===== src/rtl/imem_arbiter.sv =====
// Two-requester instruction-memory port arbiter: round-robin on ties, locked bursts
// for atomic cache-line refills, and a ready handshake that tolerates any memory latency.
module imem_arbiter #(
  parameter int ADDR_WIDTH = 32,
  parameter int DATA_WIDTH = 32,
  parameter int MAX_BURST  = 8
) (
  input  logic                  i_clock,
  input  logic                  i_reset,
  input  logic [ADDR_WIDTH-1:0] i_r0_addr,
  input  logic                  i_r0_rd,
  input  logic                  i_r0_lock,
  output logic                  o_r0_gnt,
  output logic [DATA_WIDTH-1:0] o_r0_data,
  output logic                  o_r0_valid,
  input  logic [ADDR_WIDTH-1:0] i_r1_addr,
  input  logic                  i_r1_rd,
  input  logic                  i_r1_lock,
  output logic                  o_r1_gnt,
  output logic [DATA_WIDTH-1:0] o_r1_data,
  output logic                  o_r1_valid,
  output logic [ADDR_WIDTH-1:0] o_mem_addr,
  output logic                  o_mem_rd,
  input  logic [DATA_WIDTH-1:0] i_mem_data,
  input  logic                  i_mem_ready,
  output logic                  o_busy
);

  localparam int CNT_W = $clog2(MAX_BURST + 1);
  localparam logic [CNT_W-1:0] BURST_LIM = CNT_W'(MAX_BURST);

  typedef enum logic [1:0] {
    IDLE,
    ACCESS,
    DONE
  } state_t;

  state_t state, state_nxt;
  logic owner, owner_nxt;
  logic last_owner, last_owner_nxt;
  logic [CNT_W-1:0] beat_cnt, beat_cnt_nxt;
  logic [DATA_WIDTH-1:0] r0_data_q, r1_data_q;
  logic capture;
  logic own_rd, own_lock;

  assign own_rd   = owner ? i_r1_rd   : i_r0_rd;
  assign own_lock = owner ? i_r1_lock : i_r0_lock;

  always_ff @(posedge i_clock or negedge i_reset) begin
    if (!i_reset) begin
      state      <= IDLE;
      owner      <= 1'b0;
      last_owner <= 1'b1;
      beat_cnt   <= '0;
      r0_data_q  <= '0;
      r1_data_q  <= '0;
    end else begin
      state      <= state_nxt;
      owner      <= owner_nxt;
      last_owner <= last_owner_nxt;
      beat_cnt   <= beat_cnt_nxt;
      if (capture && !owner) r0_data_q <= i_mem_data;
      if (capture && owner)  r1_data_q <= i_mem_data;
    end
  end

  always_comb begin
    state_nxt      = state;
    owner_nxt      = owner;
    last_owner_nxt = last_owner;
    beat_cnt_nxt   = beat_cnt;
    capture        = 1'b0;
    case (state)
      IDLE: begin
        if (i_r0_rd || i_r1_rd) begin
          // On a tie the requester that did not own the port last time wins.
          owner_nxt    = (i_r0_rd && i_r1_rd) ? ~last_owner : i_r1_rd;
          beat_cnt_nxt = '0;
          state_nxt    = ACCESS;
        end
      end
      ACCESS: begin
        if (i_mem_ready) begin
          capture      = 1'b1;
          beat_cnt_nxt = beat_cnt + CNT_W'(1);
          state_nxt    = DONE;
        end
      end
      DONE: begin
        if (own_lock && own_rd && (beat_cnt < BURST_LIM)) begin
          state_nxt = ACCESS;
        end else begin
          last_owner_nxt = owner;
          state_nxt      = IDLE;
        end
      end
      default: state_nxt = IDLE;
    endcase
  end

  always_comb begin
    o_busy     = (state != IDLE);
    o_mem_rd   = (state == ACCESS);
    o_mem_addr = '0;
    if (state == ACCESS) o_mem_addr = owner ? i_r1_addr : i_r0_addr;
    o_r0_gnt   = (state == ACCESS || state == DONE) && !owner;
    o_r1_gnt   = (state == ACCESS || state == DONE) && owner;
    o_r0_valid = (state == DONE) && !owner;
    o_r1_valid = (state == DONE) && owner;
    o_r0_data  = r0_data_q;
    o_r1_data  = r1_data_q;
  end

endmodule


===== config.mk =====
export PLATFORM = sky130hd
export DESIGN_NAME = imem_arbiter
export DESIGN_NICKNAME = d
export VERILOG_FILES = /design/src/rtl/imem_arbiter.sv
export SDC_FILE = /design/constraint.sdc
export NUM_CORES = 1
export LEC_CHECK = 0
export BUFFER_PORTS_ARGS = -buffer_cell sky130_fd_sc_hd__buf_2
export CORE_MARGIN = 4
export CORE_UTILIZATION = 45
export CTS_BUF_LIST = sky130_fd_sc_hd__clkbuf_4 sky130_fd_sc_hd__clkbuf_8
export DETAILED_ROUTE_END_ITERATION = 16
export HOLD_SLACK_MARGIN = 0.06
export PLACE_DENSITY = 0.82
export SETUP_SLACK_MARGIN = 0.5
export SYNTH_ARGS = -nofsm -noshare
export SYNTH_HDL_FRONTEND = slang
export SYNTH_SLANG_ARGS = --single-unit

===== constraint.sdc =====
create_clock -name i_clock -period 2 [get_ports i_clock]
set_input_delay 0.2 -clock i_clock [delete_from_list [all_inputs] [get_ports i_clock]]
set_output_delay 0.2 -clock i_clock [all_outputs]
set_load 0.05 [all_outputs]

==> key figures, run 1 <==
Floorplan
  • Die ar.: 0.00911 sq mm
  • Die Ht: 95.4 microns
  • Die Wd: 95.4 microns
  • Core Footprint: 0.00733 sq mm
  • Placement row count: 31
  • Initial Util: 46.9%
  • I/O pins: 205

Routing
  • DR vias/cell: 5.34
  • Antenna-violating nets left: 0
  • Drc violations: 0
  • DRT iter0 DRCs: 121
  • Routed WL per cell: 22.1 microns
  • DRT Pass-1 Iters: 4
  • WL final: 13.2 mm
  • Vias: 3196

Place
  • Post-DP HPWL: 7.15 mm
  • Port bufs: 204
  • GPL Wtd Cong: 0.780
  • Post-place setup slack: 0.250 ns

STA
  • Final min period: 1.86 ns
  • RSZ-0062 raised after global routing: true
  • Fmax: 0.539 GHz
  • Clk_skew: 0.00445 ns
  • Final hold vios: 0
  • Final setup margin: 0.144 ns
  • Rel. slew slack: 69.1%
  • Final setup vio count: 0
  • Slew at the pin with the worst max-slew slack: 0.463 ns
  • Tcrit/Tclk final: 92.8%
  • Max-slew violations: 0
  • Setup_tns: 0 ns

Synthesis
  • Netlist cell types: 29
  • Warnings from Yosys: 0
  • Syn Nets: 367
  • Ys async rst share: 100%
  • FF+latch count, synth: 72
  • Ys flop type: dfrtp_1
  • Post-synth top area cell: dfrtp_1
  • Post-synthesis sequential area ratio: 52.4%
  • Commonest cells in the netlist: dfrtp_1, mux2_2, nor2b_1
  • Share of the synthesized area in the top cell type: 51.6%
  • Post-Synthesis Cells: 259
  • Count leader, synth: dfrtp_1
  • Synth Area per Inst: 13.3 sq um
  • Post-Syn Area: 0.00344 sq mm
  • Ranking of synthesized cells by area: dfrtp_1, mux2_2, mux2i_1, nor2b_1, ha_1
  • Post-synth EDFFs: 0

Worst setup path
  • Slowest cell on crit path: dfrtp_1
  • Critical path required time: 1.80 ns
  • Setup CP Type: flip-flop to output pin
  • Worst-path cell chain: inv_2 > ha_4 > buf_12 > buf_12 > nor2b_4 > buf_4
  • Arrival @ worst endpoint: 1.66 ns
  • Crit path launch type: flip-flop
  • CP peak stage delay: 0.39 ns
  • Worst path most repeated cell: buf_12
  • Worst setup EP type: output pin
  • CP max FO: 18

CTS
  • CTS Sinks: 72
  • H-tree depth: 3
  • CTS tree: yes
  • CTS Buf Count: 9
  • Clk slew on worst S/H paths: 0.07 ns
  • Later-pin clock latency in the skew report: 0.34 ns
  • Root Driver: clkbuf_8
  • Maximum root-to-sink buffer count: 2

Layout
  • Antenna cells: 0
  • Layout cells sized above 1: 81.2%
  • Nets: 602
  • Area grow syn2layout: 83.1%

Run
  • Max_cap viols: 0

Global routing
  • Total track usage: 24.9%
  • Number of global-route vias before repair: 3231
  • Grt ovf: 0
  • Initial antenna violation count: 0
  • Largest net degree at the start of global routing: 55
  • First-pass GRT wire length: 16.8 mm

Hold path
  • Hold/Removal Path Class: primary input to flip-flop

Run status
  • Status: finished clean
-- state kept, by name (all words and copies together) (netlist names) --
register    count
beat_cnt        4
last_owner      1
o_r0_data      32
o_r1_data      32
owner           1
state           2
-- critical path, delay by kind of cell (launching register included) --
kind | cells | cell delay, ns
simple gates | 1 | 0.14
buf+inv | 4 | 0.59
flops | 1 | 0.39
fa+ha+maj | 1 | 0.18
-- through the flow --
stage / hold slack [ns] / cells / util (%) / instance area, sq um
2_1_floorplan: -0.0956 / 259 / - / 3800
6_report: 0.103 / 598 / 86.0 / 6300
3_5_place_dp: 0.174 / 550 / 66.1 / 4850
3_3_place_gp: 0.159 / 550 / 66.1 / 4850
4_1_cts: 0.0876 / 580 / 80.1 / 5870
5_1_grt: 0.0895 / 598 / 86.0 / 6300
-- kinds of logic (layout without fill, tap and decap cells) --
logic type      Yosys count  in the layout  share of synthesized area (%)
buf+inv                  19            254                           2.80
compound gates           10             10                           2.04
simple gates             55             60                           10.1
mux                      97             97                           30.6
xor+xnor                  1              1                          0.255
fa+ha+maj                 5              5                           1.82
flops                    72             72                           52.4
-- metal layers --
metal  vias to the layer above  GRT usage, %  routed length [microns]
li1                       1394             -                        -
met1                      1615          26.9                     4620
met2                       144          45.8                     7270
met3                        43          7.66                      811
met4                         0          8.77                      508
met5                         -             0                        0
-- placed cells by master (no fill, tap or decap), types with 6 or more instances in the layout --
cell	count
dfrtp_1	69
buf_12	7
mux2i_4	22
mux2_2	46
buf_2	166
buf_6	27
buf_16	6
mux2i_2	10
mux2_4	19
nand2_1	8
buf_4	15
nor2b_4	34
clkbuf_8	10
buf_8	10
-- area by class of cell --
cell class,instances,area [sq um]
Fill cell,356,1030
Inverter,4,17.5
Sequential cell,72,1810
Clock buffer,10,138
Clock inverter,6,82.6
Timing Repair Buffer,234,1760
Multi-Input combinational cell,173,2370
Tap cell,99,124
-- timing repair --
action | in CTS | in global routing
endpoints found under the hold margin | 18 | 0
cloned | 6 | 7
hold buffers | 1 | 0
resized for setup | 141 | 48
setup endpoints to repair | 108 | 109
buffers inserted | 7 | 11
pin swaps | 3 | 6
-- worst paths after layout --
check	start	to	slack [ns]	cells after the start
worst max-delay path	state[1]	o_mem_addr[2]	0.14	6
min in group asynchronous	i_reset	o_r1_data[25]	0.36	2
worst min register to register	o_r1_data[3]	o_r1_data[3]	0.50	1
worst max register to register	state[0]	beat_cnt[2]	0.24	7
max in group asynchronous	i_reset	last_owner	0.97	3
worst min-delay path	i_mem_data[4]	o_r0_data[4]	0.10	2
Power of run 1 is not shown: default switching activity piles up to over one toggle a cycle in this logic, so the estimate is an artifact.
==> run 2, diff against run 1 <==
--- a/config.mk
+++ b/config.mk
@@ -12,6 +12,7 @@
 export DETAILED_ROUTE_END_ITERATION = 16
 export HOLD_SLACK_MARGIN = 0.06
 export PLACE_DENSITY = 0.82
+export RECOVER_POWER = 100
 export SETUP_SLACK_MARGIN = 0.5
 export SYNTH_ARGS = -nofsm -noshare
 export SYNTH_HDL_FRONTEND = slang
==> run 2 against run 1 <==
  * Cell area shrank 5.0%
  * Wire length shrank 0.55%
  * Clock skew shrank 0.0013 ns
  * Non-clock buffer count is the same
  * Count of clock-buffer cells in the layout is the same
  * Maximum frequency shrank 1.5%
  * First-iteration DRC count shrank 16%
  * Worst setup slack lost 0.028 ns
  * Register-to-register slack lost 0.11 ns
  * Largest cell class unchanged
==> key figures, run 2 (synthesized netlist as in run 1, its figures left out) <==
Global routing
  • First-pass GRT wire length: 16.8 mm
  • Grt ovf: 0
  • Total track usage: 24.9%
  • Number of global-route vias before repair: 3231
  • Initial antenna violation count: 0
  • Largest net degree at the start of global routing: 55

STA
  • Final min period: 1.88 ns
  • Setup_tns: 0 ns
  • Rel. slew slack: 29.0%
  • Clk_skew: 0.00312 ns
  • Max-slew violations: 0
  • Tcrit/Tclk final: 94.2%
  • RSZ-0062 raised after global routing: true
  • Fmax: 0.531 GHz
  • Final Hold Slack: 0.0861 ns
  • Final hold vios: 0
  • Final setup vio count: 0
  • Slew at the pin with the worst max-slew slack: 1.06 ns

Routing
  • DRT Pass-1 Iters: 4
  • DR vias/cell: 5.26
  • Routed WL per cell: 22.0 microns
  • Antenna-violating nets left: 0
  • Vias: 3144
  • DRT iter0 DRCs: 102
  • WL final: 13.1 mm
  • Drc violations: 0

CTS
  • CTS Buf Count: 9
  • Root Driver: clkbuf_8
  • H-tree depth: 3
  • Later-pin clock latency in the skew report: 0.34 ns
  • CTS tree: yes
  • CTS Sinks: 72
  • Maximum root-to-sink buffer count: 2
  • Clk slew on worst S/H paths: 0.07 ns

Place
  • Post-DP HPWL: 7.15 mm
  • Dpl cell area: 0.00485 sq mm
  • GPL Wtd Cong: 0.780
  • Port bufs: 204

Worst setup path
  • Worst Setup SP: state[1]
  • Worst-path cell chain: inv_2 > ha_4 > buf_12 > buf_16 > nor2b_4 > buf_2
  • CP max FO: 16
  • Critical path required time: 1.80 ns
  • Arrival @ worst endpoint: 1.68 ns
  • CP peak stage delay: 0.39 ns
  • Crit path launch type: flip-flop
  • Setup CP Type: flip-flop to output pin
  • RR Startpoint: state[1]
  • Worst setup EP type: output pin
  • R2R Setup Slk: 0.13 ns
  • Slowest cell on crit path: dfrtp_1

Floorplan
  • Die ar.: 0.00911 sq mm
  • Core Footprint: 0.00733 sq mm
  • Die Wd: 95.4 microns
  • Placement row count: 31
  • I/O pins: 205
  • Initial Util: 46.9%
  • Die Ht: 95.4 microns

Hold path
  • Hold_sp: i_mem_data[9]
  • Hold/Removal Path Class: primary input to flip-flop

Layout
  • Commonest non-fill, non-tap cells in the layout: buf_2, dfrtp_1, clkbuf_1, mux2_2, nor2b_4
  • Post-route core utilization: 81.6%
  • Layout cells sized above 1: 64.5%
  • Antenna cells: 0
  • Design area: 0.00598 sq mm
  • Area grow syn2layout: 73.9%
  • Nets: 602
  • Most common cell after layout, fill and taps aside: buf_2

Run status
  • Status: finished clean

Run
  • Max_cap viols: 0
[run 2: cell types whose count changed in the layout (fill, tap and decap cells not counted), moves of 5 or more]
cell	previous run	this run
mux2_4	19	7
mux2_1	0	12
clkbuf_1	0	66
clkbuf_4	0	13
buf_8	10	5
buf_2	166	102
buf_6	27	19
[run 2: per-stage QoR]
| stage | setup WS, ns | cells |
|---|---|---|
| 2_1_floorplan | 0.398 | 259 |
| 3_3_place_gp | 0.321 | 550 |
| 3_5_place_dp | 0.250 | 550 |
| 4_1_cts | 0.190 | 580 |
| 5_1_grt | 0.0588 | 598 |
| 6_report | 0.116 | 598 |
[run 2: final timing paths]
kind	depth (start not counted)	endpoint
min in group asynchronous	2	o_r0_data[22]
max reg2reg	5	o_r1_data[23]
max in group asynchronous	3	owner
min	2	o_r0_data[9]
max	6	o_mem_addr[7]
min reg2reg	1	o_r0_data[9]
[run 2: layout make-up]
type                            count  area, sq um
Clock buffer                       10          138
Clock inverter                      6         82.6
Fill cell                         449         1350
Inverter                            4         17.5
Multi-Input combinational cell    173         2260
Sequential cell                    72         1800
Tap cell                           99          124
Timing Repair Buffer              234         1560
[run 2: metal layers]
layer	global-route usage, %	part of all wire, %	vias to the layer above
met4	8.77	3.3	0
met3	7.66	5.4	35
met5	0	0	-
met1	26.9	35	1591
li1	-	-	1390
met2	45.8	56	128
[run 2: timing repair]
item,CTS,global route
endpoints found under the setup margin,108,109
resized for setup,141,48
endpoints found under the hold margin,18,0
hold buffers,1,0
setup buffers,7,11
pin swaps,3,6
gates cloned,6,7
[run 2: critical path: cells and delay by family (launching register included)]
family | cells | cell delay [ns]
AND/OR/NAND/NOR | 1 | 0.13
buffers and inverters | 4 | 0.64
flip-flops | 1 | 0.39
adder cells (fa/ha/maj) | 1 | 0.17
Power of run 2 is left out for the same reason.
==> run 3, diff against run 2 <==
--- a/config.mk
+++ b/config.mk
@@ -12,7 +12,7 @@
 export DETAILED_ROUTE_END_ITERATION = 16
 export HOLD_SLACK_MARGIN = 0.06
 export PLACE_DENSITY = 0.82
-export RECOVER_POWER = 100
+export RECOVER_POWER = 25
 export SETUP_SLACK_MARGIN = 0.5
 export SYNTH_ARGS = -nofsm -noshare
 export SYNTH_HDL_FRONTEND = slang
==> run 3 against run 2 <==
  * Cell area up 5.1%
  * Non-clock buffer count unchanged
  * Sequential cell count unchanged
  * Critical endpoint is now o_mem_addr[2]
  * Hold slack better by 0.016 ns
  * Maximum frequency up 1.4%
  * Worst setup slack better by 0.026 ns
  * Clock skew up 0.0013 ns
==> key figures, run 3 (synthesized netlist as in run 1, its figures left out) <==
Floorplan
  • Die Wd: 95.4 microns
  • I/O pins: 205
  • Core Footprint: 0.00733 sq mm
  • Placement row count: 31
  • Die ar.: 0.00911 sq mm
  • Initial Util: 46.9%
  • Die Ht: 95.4 microns

Run
  • Max_cap viols: 0

STA
  • Fmax: 0.538 GHz
  • Slew at the pin with the worst max-slew slack: 1.09 ns
  • Final setup vio count: 0
  • Final min period: 1.86 ns
  • Max-slew violations: 0
  • Tcrit/Tclk final: 92.9%
  • Final hold vios: 0
  • RSZ-0062 raised after global routing: true
  • Rel. slew slack: 27.6%
  • Setup_tns: 0 ns
  • Clk_skew: 0.00444 ns

Place
  • Post-DP HPWL: 7.15 mm
  • GPL Wtd Cong: 0.780
  • Port bufs: 204

Routing
  • Drc violations: 0
  • Antenna-violating nets left: 0
  • DR vias/cell: 5.27
  • WL final: 13.2 mm
  • Routed WL per cell: 22.1 microns
  • DRT iter0 DRCs: 94
  • DRT Pass-1 Iters: 4
  • Vias: 3151

CTS
  • CTS Buf Count: 9
  • CTS Sinks: 72
  • Clk slew on worst S/H paths: 0.07 ns
  • Later-pin clock latency in the skew report: 0.34 ns
  • Maximum root-to-sink buffer count: 2
  • Root Driver: clkbuf_8
  • CTS tree: yes
  • H-tree depth: 3

Worst setup path
  • CP max FO: 18
  • CP delay by family, top: buffers and inverters
  • Critical path required time: 1.80 ns
  • CP peak stage delay: 0.39 ns
  • Setup CP Type: flip-flop to output pin
  • Worst path most repeated cell: buf_12
  • Worst setup EP type: output pin
  • Reg2Reg Depth: 7
  • Worst-path cell chain: inv_2 > ha_4 > buf_12 > buf_12 > nor2b_4 > buf_4
  • Cell depth of the worst setup path: 6
  • Buf/Inv on CP: 4
  • Slowest cell on crit path: dfrtp_1
  • Arrival @ worst endpoint: 1.66 ns
  • Crit path launch type: flip-flop

Layout
  • Commonest non-fill, non-tap cells in the layout: buf_2, dfrtp_1, mux2_2, nor2b_4, buf_6
  • Layout cells sized above 1: 81.0%
  • Fill count: 357
  • Nets: 602
  • Area grow syn2layout: 82.8%
  • Antenna cells: 0
  • Most common cell after layout, fill and taps aside: buf_2

Global routing
  • Most used routing layer: met2
  • Grt ovf: 0
  • Total track usage: 24.9%
  • Largest net degree at the start of global routing: 55
  • GR Layer Usage met3: 7.66%
  • Number of global-route vias before repair: 3231
  • Initial antenna violation count: 0
  • First-pass GRT wire length: 16.8 mm
  • GR Layer Usage met2: 45.8%
  • Grt met1 use: 26.9%

Hold path
  • Hold/Removal Path Class: primary input to flip-flop
  • Hold Path Stages: 2

Run status
  • Status: finished clean
run 3: changes by cell type in the layout (fill, tap and decap cells not counted), moves of 2 or more:
cell      delta
clkbuf_4    -13
nand3_2      -4
buf_6        +9
mux2_1      -12
mux2_4      +12
buf_4        +2
clkbuf_1    -65
buf_8        +5
clkbuf_2     -3
nand3b_2     -2
nand3b_4     +2
nand3_4      +4
buf_2       +63
run 3: timing repair:
action,CTS,global route
gates cloned,6,7
setup buffers,7,11
endpoints found under the hold margin,18,0
endpoints found under the setup margin,108,109
hold buffers,1,0
pin swaps,3,6
gates resized for setup,141,48
run 3: worst register-to-register path: stages, from the launching register on:
cell      delay (ns)
dfrtp_2         0.45
buf_4           0.16
inv_4           0.07
ha_4            0.15
or3b_4          0.44
nand3_4         0.13
o21bai_1        0.07
a21o_1          0.17
run 3: metal layers:
layer / part of all wire (%) / vias up
met3: 5.9 / 36
met4: 3.4 / 0
li1: - / 1393
met2: 56 / 130
met5: 0 / -
met1: 35 / 1592
run 3: final cells by class:
class / instances / area (sq um) / share of cell area [%]
Clock buffer: 10 / 138 / 2.19
Tap cell: 99 / 124 / 1.97
Timing Repair Buffer: 234 / 1750 / 27.9
Inverter: 4 / 17.5 / 0.278
Clock inverter: 6 / 82.6 / 1.31
Sequential cell: 72 / 1810 / 28.7
Multi-Input combinational cell: 173 / 2370 / 37.7
run 3: metrics by stage:
step | utilization [%] | worst slack (ns) | cell area [sq um] | std cells | hold slack (ns)
after global placement | 66.1 | 0.321 | 4850 | 550 | 0.159
after CTS | 80.1 | 0.190 | 5870 | 580 | 0.0876
after detailed placement | 66.1 | 0.250 | 4850 | 550 | 0.174
final | 85.8 | 0.142 | 6290 | 598 | 0.102
after floorplan | - | 0.398 | 3800 | 259 | -0.0956
after global routing | 85.8 | 0.0953 | 6290 | 598 | 0.0895
run 3: worst paths after layout:
kind	startpoint	endpoint	slack, ns
max	state[1]	o_mem_addr[2]	0.14
min reg2reg	o_r1_data[3]	o_r1_data[3]	0.50
max reg2reg	state[0]	beat_cnt[2]	0.24
max in group asynchronous	i_reset	state[0]	0.37
min in group asynchronous	i_reset	o_r1_data[25]	0.59
min	i_mem_data[4]	o_r0_data[4]	0.10
Power of run 3 is left out for the same reason.
